<file path="src/rtl/vga_sync_gen.sv">
// 640x480@60 raster timing generator: raw X/Y counters, DAC sync/blank, line/frame strobes.
// Optional macro VGA_PIPE_ALIGN_EN delays HS/VS/BLANK_N/active by one cycle to match registered RGB.
module vga_sync_gen #(
  parameter int unsigned H_SYNC   = 96,
  parameter int unsigned H_BP     = 48,
  parameter int unsigned H_ACTIVE = 640,
  parameter int unsigned H_FP     = 16,
  parameter int unsigned V_SYNC   = 2,
  parameter int unsigned V_BP     = 33,
  parameter int unsigned V_ACTIVE = 480,
  parameter int unsigned V_FP     = 10
) (
  input  logic       VGA_CLK,
  input  logic       reset,
  output logic [9:0] VGA_X,
  output logic [9:0] VGA_Y,
  output logic       VGA_HS,
  output logic       VGA_VS,
  output logic       VGA_BLANK_N,
  output logic       VGA_SYNC_N,
  output logic       active,
  output logic       line_start,
  output logic       frame_start,
  output logic [7:0] frame_count
);

  localparam int unsigned H_TOTAL = H_SYNC + H_BP + H_ACTIVE + H_FP;
  localparam int unsigned V_TOTAL = V_SYNC + V_BP + V_ACTIVE + V_FP;

  localparam logic [9:0] H_MAX    = 10'(H_TOTAL - 1);
  localparam logic [9:0] V_MAX    = 10'(V_TOTAL - 1);
  localparam logic [9:0] H_SYNC_C = 10'(H_SYNC);
  localparam logic [9:0] V_SYNC_C = 10'(V_SYNC);
  localparam logic [9:0] H_VIS_LO = 10'(H_SYNC + H_BP);
  localparam logic [9:0] H_VIS_HI = 10'(H_SYNC + H_BP + H_ACTIVE - 1);
  localparam logic [9:0] V_VIS_LO = 10'(V_SYNC + V_BP);
  localparam logic [9:0] V_VIS_HI = 10'(V_SYNC + V_BP + V_ACTIVE - 1);

  logic [9:0] x_q, x_d;
  logic [9:0] y_q, y_d;
  logic       run_q, run_d;
  logic       hs_q, hs_d;
  logic       vs_q, vs_d;
  logic       blank_q, blank_d;
  logic       ls_q, ls_d;
  logic       fs_q, fs_d;
  logic [7:0] fc_q, fc_d;

  always_comb begin
    run_d   = 1'b1;
    x_d     = '0;
    y_d     = '0;
    // The first edge after reset re-presents (0,0) with valid decodes; counting starts on the next one.
    if (run_q) begin
      if (x_q == H_MAX) begin
        x_d = '0;
        y_d = (y_q == V_MAX) ? '0 : y_q + 10'd1;
      end else begin
        x_d = x_q + 10'd1;
        y_d = y_q;
      end
    end
    hs_d    = !(x_d < H_SYNC_C);
    vs_d    = !(y_d < V_SYNC_C);
    blank_d = (x_d >= H_VIS_LO) && (x_d <= H_VIS_HI) &&
              (y_d >= V_VIS_LO) && (y_d <= V_VIS_HI);
    ls_d    = run_q && (x_d == '0);
    fs_d    = ls_d && (y_d == '0);
    fc_d    = fs_d ? fc_q + 8'd1 : fc_q;
  end

  always_ff @(posedge VGA_CLK or posedge reset) begin
    if (reset) begin
      x_q     <= '0;
      y_q     <= '0;
      run_q   <= 1'b0;
      hs_q    <= 1'b0;
      vs_q    <= 1'b0;
      blank_q <= 1'b0;
      ls_q    <= 1'b0;
      fs_q    <= 1'b0;
      fc_q    <= '0;
    end else begin
      x_q     <= x_d;
      y_q     <= y_d;
      run_q   <= run_d;
      hs_q    <= hs_d;
      vs_q    <= vs_d;
      blank_q <= blank_d;
      ls_q    <= ls_d;
      fs_q    <= fs_d;
      fc_q    <= fc_d;
    end
  end

`ifdef VGA_PIPE_ALIGN_EN
  logic hs_dly_q, hs_dly_d;
  logic vs_dly_q, vs_dly_d;
  logic blank_dly_q, blank_dly_d;

  always_comb begin
    hs_dly_d    = hs_q;
    vs_dly_d    = vs_q;
    blank_dly_d = blank_q;
  end

  always_ff @(posedge VGA_CLK or posedge reset) begin
    if (reset) begin
      hs_dly_q    <= 1'b0;
      vs_dly_q    <= 1'b0;
      blank_dly_q <= 1'b0;
    end else begin
      hs_dly_q    <= hs_dly_d;
      vs_dly_q    <= vs_dly_d;
      blank_dly_q <= blank_dly_d;
    end
  end

  assign VGA_HS      = hs_dly_q;
  assign VGA_VS      = vs_dly_q;
  assign VGA_BLANK_N = blank_dly_q;
  assign active      = blank_dly_q;
`else
  assign VGA_HS      = hs_q;
  assign VGA_VS      = vs_q;
  assign VGA_BLANK_N = blank_q;
  assign active      = blank_q;
`endif

  assign VGA_X       = x_q;
  assign VGA_Y       = y_q;
  assign VGA_SYNC_N  = 1'b0;
  assign line_start  = ls_q;
  assign frame_start = fs_q;
  assign frame_count = fc_q;

endmodule

</file>
<file path="config.mk">
export PLATFORM = sky130hd
export DESIGN_NAME = vga_sync_gen
export DESIGN_NICKNAME = d
export VERILOG_FILES = /design/src/rtl/vga_sync_gen.sv
export SDC_FILE = /design/constraint.sdc
export NUM_CORES = 1
export LEC_CHECK = 0
export CORE_ASPECT_RATIO = 2
export CORE_MARGIN = 2
export CORE_UTILIZATION = 57
export CTS_BUF_LIST = sky130_fd_sc_hd__clkbuf_4 sky130_fd_sc_hd__clkbuf_8 sky130_fd_sc_hd__clkbuf_16
export DETAILED_ROUTE_END_ITERATION = 6
export PLACE_DENSITY = 0.95
export REMOVE_ABC_BUFFERS = 1
export SYNTH_ARGS = -nofsm -noshare
export SYNTH_HDL_FRONTEND = slang
export SYNTH_SLANG_ARGS = --single-unit
</file>
<file path="constraint.sdc">
create_clock -name VGA_CLK -period 6.3 [get_ports VGA_CLK]
set_input_delay 0.945 -clock VGA_CLK [delete_from_list [all_inputs] [get_ports VGA_CLK]]
set_output_delay 0.945 -clock VGA_CLK [all_outputs]
set_load 0.1 [all_outputs]
</file>
# After elaboration in Yosys (flattened, before gate mapping)
# Index checks and enable logic that the tools add are counted.
dict set report word_totals {
  ff_bits 34
  latch_bits 0
  ram_bits 0
  romBits 0
  output_inout_bits 35
  word_cells 34
  memories 0
}
dict set report op_classes {
  addsub 3
  n_mul 0
  div 0
  magnitude_cmp 6
  eq_ne 2
  shifts 0
  n_mux 5
  n_bitwise 0
  n_reduce_logical 9
}
# op count
set ops {}
lappend ops {{two-way mux 10 bit} 5}
lappend ops {{adder 10 x 1 -> 10 bit, second input constant} 2}
lappend ops {{== test 10 bit, second input constant} 2}
lappend ops {{<= comparator 10 bit, second input constant} 2}
lappend ops {{zero test 10 bit} 2}
lappend ops {{greater-or-equal comparator 10 x 6 -> 1 bit, second input constant} 1}
lappend ops {{greater-or-equal comparator 10 x 8 -> 1 bit, second input constant} 1}
lappend ops {{less-than comparator 10 x 2 -> 1 bit, second input constant} 1}
lappend ops {{less-than comparator 10 x 7 -> 1 bit, second input constant} 1}
lappend ops {{adder 8 x 1 -> 8 bit, second input constant} 1}
lappend ops {{logical AND 1 bit} 5}
lappend ops {{zero test 1 bit} 2}

# Longest topological paths before layout
# Gate-level depths: netlist of run 1.
dict set report logic_depth {
  ltp_word 7
  mapped_depth 10
  depth_no_buf 9
}

# Least setup slack after synthesis of run 1
# Ideal clock, no wire load.
dict set report synth_timing {
  path_kind {register to register}
  startpoint {register x_q[0], in the netlist VGA_X[0]}
  endpoint {register fc_q[1], in the netlist frame_count[1]}
  setup_ns 0.126
  arrival_time_ns 3.137
  required_ns 6.174
  slack_ns 3.037
  stages_incl_launch_ff 9
  n_path_buf 0
  synth_period_minus_slack_ns 3.263
  path_cell_list {dfrtp_1 -> ha_1 -> nand4_1 -> nor3_2 -> a311oi_1 -> o2111a_2 -> o2111a_4 -> nand2_4 -> mux2_4}
}
dict set report synth_between {
  elab_chain_len 6
  elab_cells_between_ends 10
  cone_classes {1 x add/sub; 1 x eq/ne; 4 x mux; 4 x reduce/logical}
}
# element line
set synth_rtl {}
lappend synth_rtl {{start, declared} 39} ;# logic [9:0] x_q, x_d;
lappend synth_rtl {{start signal, assigned} 74} ;# x_q <= '0;
lappend synth_rtl {{start signal, assigned} 84} ;# x_q <= x_d;
lappend synth_rtl {{adder 10 x 1 -> 10 bit / == test 10 bit (equally long branches)} {59, 55}}
lappend synth_rtl {{two-way mux 10 bit} 55} ;# if (x_q == H_MAX) begin
lappend synth_rtl {{two-way mux 10 bit} 54} ;# if (run_q) begin
lappend synth_rtl {{zero test 10 bit} 67} ;# ls_d = run_q && (x_d == '0);
lappend synth_rtl {{logical AND 1 bit} 67}
lappend synth_rtl {{logical AND 1 bit (*)} 68} ;# fs_d = ls_d && (y_d == '0);
lappend synth_rtl {{end signal, assigned} 82} ;# fc_q <= '0;
lappend synth_rtl {{end signal, assigned} 92} ;# fc_q <= fc_d;
lappend synth_rtl {{end, declared} 47} ;# logic [7:0] fc_q, fc_d;
# Every way passes the cells marked *; elsewhere a longest branch is shown, timed or not.
# A chain may end at the register's enable or synchronous reset.

# Worst setup path in the final report of run 1
dict set report layout_timing {
  startpoint {register x_q[6], in the netlist VGA_X[6]}
  endpoint {output VGA_X[6]}
}
# element line
set layout_rtl {}
lappend layout_rtl {{end, declared} 15} ;# output logic [9:0] VGA_X,
# No word-level cell between the ends.

==> impl_metrics.csv, run 1 <==
group,metric,value,unit
floorplanning,start_util,59.4,%
worst_setup_path,endpoint_kind,"primary output",
clock_tree,cts_tree,"built",
yosys,synthDistinctLibCells,66,
sta,tns,0,ns
worst_hold_path,min_path_type,"reg -> reg",
floorplanning,fp.dieW,47.4,um
cells_and_area,nFillCells,268,
clock_tree,cts_max_level,2,
sta,rsz0062_at_grt,"false",
detailed_routing,wirelength,5090,um
floorplanning,io_pins,37,
sta,skew,0.00285,ns
grt,antenna_found_initial,0,
worst_hold_path,worstHoldPathCells,1,
detailed_routing,wl_per_cell,17.0,um
worst_setup_path,path_cells,"clkdlybuf4s50_1",
detailed_routing,drt_iter0_drc,39,
yosys,avgSynthCellArea,9.92,um2
clock_tree,clock_latency,0.29,ns
floorplanning,core,0.00361,mm2
clock_tree,root_buffer,"clkbuf_8",
yosys,syn_area,0.00214,mm2
cells_and_area,area_growth,19.9,%
grt,overflow,0,
yosys,seq_area_frac_synth,39.7,%
pwr,ir_drop,201,uV
clock_tree,clk_pin_slew,0.07,ns
worst_setup_path,timing.rr.start,"VGA_X[0]",
sta,final_max_slew_viol_count,0,
worst_setup_path,cpLargestDelayFamily,"buffers and inverters",
grt,grt_pass1_vias,1874,
flow_run,max_cap_viol_count,0,
detailed_routing,ant_nets,0,
grt,grt_start_max_net_pins,35,
detailed_routing,via_count,1847,
place,portBuffers,35,
clock_tree,cts_resized,0,
cells_and_area,drive_gt1_share,12.0,%
yosys,async_flop_share,100,%
clock_tree,cts_setup_buffers,0,
clock_tree,numCtsBuffers,5,
floorplanning,die_area,0.00430,mm2
worst_setup_path,required,5.35,ns
grt,grt_pass1_wl,8870,um
worst_setup_path,cp_max_fo,11,
detailed_routing,detail_route.vias_per_cell,6.18,
yosys,ys.flop_type,"dfrtp_1",
grt,grt_usage,28.3,%
sta,timing.hold.ws,0.483,ns
worst_setup_path,crit_slowest_cell,"clkdlybuf4s50_1",
sta,worst_slew_pin_slew,1.01,ns
clock_tree,clock_sinks,34,
worst_setup_path,reg2reg_slack,3.40,ns
pwr,power_density,238,mW/mm2
cells_and_area,layout.nets,255,
detailed_routing,dr.pass1.iters,4,
sta,hold_viol,0,
clock_tree,cts_buffer_depth,2,
yosys,synth_edf_count,0,
sta,fmax,328,MHz
worst_hold_path,whs_endpoint,"frame_count[4]",
worst_setup_path,rr_endpoint,"frame_count[1]",
sta,period_share,48.4,%
cells_and_area,antenna_cells,0,
worst_setup_path,cp_slowest_stage_delay,1.22,ns
sta,min_period,3.05,ns
place,gp_congestion,0.936,
cells_and_area,mostFrequentLayoutCell,"clkdlybuf4s50_1",
clock_tree,ctsHoldBuffers,0,
yosys,synth_cells,216,
worst_hold_path,hold_start,"frame_count[4]",
cells_and_area,mostFrequentLayoutCells,"35 x clkdlybuf4s50_1, 34 x dfrtp_1, 17 x nor2_1, 17 x xnor2_1, 13 x nand2_1",
floorplanning,fp-row-count,31,
worst_setup_path,startpoint_type,"flip-flop",
floorplanning,die_height,90.7,um
run_status,status,"finished, final reports clean",
worst_setup_path,rr_worst_depth,8,
sta,setup_viol,0,
worst_setup_path,path_buf_inv,1,
pwr,leakage,0.00104,uW
place,hpwl,3720,um
worst_setup_path,crit_type,"reg -> out",
yosys,yosys_warnings,0,
worst_setup_path,critical_path_arrival,2.10,ns
sta,relSlewSlack,32.4,%
yosys,ys_seq_elements,34,
detailed_routing,drc,0,
-- final cells by class --
type / count / area [um2] / share of cell area, %
clock buffer: 6 / 82.6 / 3.21
clock inverter: 2 / 12.5 / 0.487
inverter: 9 / 33.8 / 1.31
multi-input combinational: 163 / 1170 / 45.6
sequential: 34 / 851 / 33.1
tap: 49 / 61.3 / 2.39
timing repair buffer: 36 / 358 / 13.9
-- synthesized netlist by cell type (2+ instances only) --
cell type   n  share of area (%)
xor2_1      4                1.6
nor2_1     17                3.0
and2_1      2               0.58
dfrtp_1    34                 40
or4_1       3                1.1
clkbuf_8    2                1.3
mux2i_1     2               0.93
nor4_1      6                1.8
o21ai_1     2               0.47
buf_2       3               0.70
nand3b_1    2               0.70
nor3_1      3               0.70
o211ai_1    3                1.1
o21ai_0     3               0.70
a21boi_1    2               0.70
xnor2_1    17                6.9
nand3_1    10                2.3
inv_1       9                1.6
or3_4       2                1.1
nand2b_1    3               0.88
and3_1      4                1.2
a21o_1      3                1.1
conb_1      2               0.35
nand4_1     9                2.6
o31ai_1     3                1.1
ha_1        4                2.3
or2_1       2               0.58
nand2_1    13                2.3
a21oi_1     2               0.47
a31oi_1     6                1.8
buf_4       4                1.4
-- cell families (layout without fill, tap and decap cells) --
group,count (synthesis),after routing,share of synthesized area [%]
AND/OR/NAND/NOR,94,94,27.1
AO/OA/AOI/OAI,39,39,14.6
flip-flops,34,34,39.7
XOR/XNOR,21,21,8.58
buffers and inverters,19,53,5.66
adder cells (fa/ha/maj),4,4,2.34
multiplexers,3,3,1.63
other,2,2,0.350
-- per-stage QoR --
| step | util [%] | total power (uW) | std cells | worst slack [ns] | cell area [um2] |
|---|---|---|---|---|---|
| after global placement | 68.6 | 445 | 291 | 3.52 | 2470 |
| after global routing | 71.2 | 638 | 299 | 3.21 | 2570 |
| final | 71.2 | 611 | 299 | 3.25 | 2570 |
| after CTS | 71.2 | 618 | 299 | 3.26 | 2570 |
| after floorplan | - | 403 | 206 | 2.93 | 2060 |
| after detailed placement | 68.6 | 449 | 291 | 3.43 | 2470 |
-- layer usage --
layer  share of wire (%)  vias to the layer above  GRT usage (%)
li1                    -                      849              -
met1                  35                      878           31.1
met2                  55                       92           47.5
met3                 4.3                       28           5.20
met4                 4.8                        0           15.0
met5                   0                        -              0
-- report_power, final --
part           internal, uW  switching (uW)  leakage (uW)
combinational          46.9             144      0.000532
sequential              234            18.7      0.000463
clock                  87.7            79.7     0.0000472
-- state kept, by name (all words and copies together), names as in the netlist --
name and flops:
VGA_Y 10, run_q 1, VGA_X 10, VGA_BLANK_N 1, VGA_HS 1, line_start 1
frame_start 1, VGA_VS 1, frame_count 8
-- worst max path at each step --
stage,startpoint,end,slack [ns],cells past startpoint
2_1_floorplan,VGA_X[0],frame_count[1],2.93,8
3_3_place_gp,VGA_X[0],frame_count[1],3.52,8
3_5_place_dp,VGA_X[0],frame_count[1],3.43,8
4_1_cts,VGA_X[6],VGA_X[6],3.26,1
5_1_grt,VGA_X[6],VGA_X[6],3.21,1
6_report,VGA_X[6],VGA_X[6],3.25,1
Note: power is estimated with default switching activity, not from simulation.
==> run 2, diff against run 1 <==
- CORE_UTILIZATION: 57 -> 48
- PLACE_DENSITY: 0.95 -> 0.88
- clock period: 6.3 -> 2.62 ns (I/O delays scaled with it)
==> impl_metrics.csv, run 2 (same netlist as run 1, synthesis figures left out) <==
group,metric,value,unit
detailed_routing,detail_route.vias_per_cell,5.83,
cells_and_area,drive_gt1_share,35.1,%
clock_tree,clock_latency,0.30,ns
sta,fmax,392,MHz
place,hpwl,4210,um
detailed_routing,wl_per_cell,16.8,um
grt,antenna_found_initial,0,
sta,final_max_slew_viol_count,0,
sta,hold_viol,0,
clock_tree,numCtsBuffers,5,
worst_setup_path,path_cells,"ha_4, and4_4, nand3_4, or4_1, o2111a_2, o2111a_4, nand2_4, mux2_4",
worst_setup_path,required,2.80,ns
worst_setup_path,cp_max_fo,8,
clock_tree,clk_pin_slew,0.08,ns
cells_and_area,fin_area,0.00279,mm2
worst_setup_path,critical_path_arrival,2.73,ns
worst_hold_path,min_path_type,"in -> async",
grt,grt_usage,24.2,%
flow_run,max_cap_viol_count,0,
worst_setup_path,crit_slowest_cell,"or4_1",
sta,setup_viol,0,
floorplanning,start_util,49.4,%
clock_tree,cts_tree,"built",
cells_and_area,layout.nets,284,
floorplanning,die_area,0.00505,mm2
worst_setup_path,crit_type,"reg -> reg",
floorplanning,die_height,98.5,um
worst_setup_path,cpLargestDelayFamily,"simple AND/OR/NAND/NOR gates",
cells_and_area,antenna_cells,0,
grt,overflow,0,
worst_setup_path,path_buf_inv,0,
place,dpl.cell_count,324,
cells_and_area,area_growth,30.0,%
clock_tree,root_buffer,"clkbuf_8",
place,gp_congestion,0.979,
detailed_routing,wirelength,5580,um
detailed_routing,wl_met3,208,um
clock_tree,clock_sinks,34,
cells_and_area,mostFrequentLayoutCell,"buf_4",
detailed_routing,wl_met1,1890,um
detailed_routing,via_count,1943,
floorplanning,io_pins,37,
detailed_routing,ant_nets,0,
clock_tree,ctsHoldBuffers,0,
clock_tree,cts_max_level,2,
place,place_area,0.00261,mm2
floorplanning,core,0.00434,mm2
pwr,ir_drop,555,uV
detailed_routing,topRoutingLayerUsed,"met4",
place,portBuffers,35,
pwr,leakage,0.00128,uW
grt,grt_start_max_net_pins,35,
detailed_routing,drc,0,
sta,rsz0062_at_grt,"false",
detailed_routing,drt_iter0_drc,55,
grt,grt_pass1_wl,9170,um
grt,grt_pass1_vias,2052,
sta,period_share,97.4,%
sta,skew,0.0102,ns
cells_and_area,fin_cells,333,
cells_and_area,mostFrequentLayoutCells,"63 x buf_4, 34 x dfrtp_1, 17 x nor2_1, 17 x xnor2_1, 13 x nand2_1",
sta,min_period,2.55,ns
pwr,power_density,600,mW/mm2
floorplanning,fp-row-count,34,
floorplanning,fp.dieW,51.3,um
worst_setup_path,cp_slowest_stage_delay,0.58,ns
detailed_routing,wl_met2,3080,um
detailed_routing,dr.pass1.iters,4,
run_status,status,"finished, final reports clean",
worst_setup_path,startpoint_type,"flip-flop",
worst_setup_path,endpoint_kind,"flip-flop",
clock_tree,cts_buffer_depth,2,
==> run 2: path summary, 6_finish.rpt <==
kind                           startpoint             end  slack, ns  depth (start not counted)
hold reg to reg            frame_count[6]  frame_count[6]       0.50                          1
min in group VGA_CLK       frame_count[6]  frame_count[6]       0.50                          1
setup / recovery                 VGA_X[0]  frame_count[1]       0.07                          8
max in group asynchronous           reset        VGA_Y[5]       1.81                          3
hold / removal                      reset        VGA_Y[0]       0.50                          3
setup reg to reg                 VGA_X[0]  frame_count[1]       0.07                          8
==> run 2: power breakdown <==
part / leakage, uW / internal [uW] / switching (uW) / total [uW]
sequential: 0.000463 / 562 / 47.0 / 609
clock: 0.0000683 / 381 / 208 / 590
combinational: 0.000747 / 113 / 360 / 473
==> run 2: metal layers <==
metal	vias up	track usage, %
li1	910	-
met1	934	23.0
met2	68	42.6
met3	31	4.39
met4	0	20.6
met5	-	0
==> run 2: worst reg2reg max path: cells and delay by family, from the launching register on <==
family                   cells  cell delay (ns)
adder cells (fa/ha/maj)      1             0.17
AND/OR/NAND/NOR              4             1.07
AO/OA/AOI/OAI                2             0.52
flip-flops                   1             0.39
multiplexers                 1             0.29
==> run 2: final cells by class <==
class / instances / area (um2)
Clock buffer: 5 / 68.8
Clock inverter: 3 / 68.8
Fill cell: 359 / 1550
Inverter: 9 / 33.8
Multi-Input combinational cell: 163 / 1200
Sequential cell: 34 / 851
Tap cell: 54 / 67.6
Timing Repair Buffer: 65 / 494
==> run 2: timing repair <==
action	in CTS	in global routing
endpoints found under the setup margin	2	8
setup buffers	1	0
resized for setup	2	6
pin swaps	1	6
endpoints found under the hold margin	0	0
==> run 2: through the flow <==
step	power, uW	hold WS (ns)	setup TNS [ns]	utilization, %	setup slack (ns)
after global placement	1080	0.466	0	60.1	0.0522
after detailed placement	1090	0.495	-0.0425	60.1	-0.0425
after floorplan	970	0.535	-5.89	-	-0.754
after global routing	1720	0.523	0	64.2	0.00815
final	1670	0.496	0	64.2	0.0681
after CTS	1680	0.507	0	63.6	0.00197
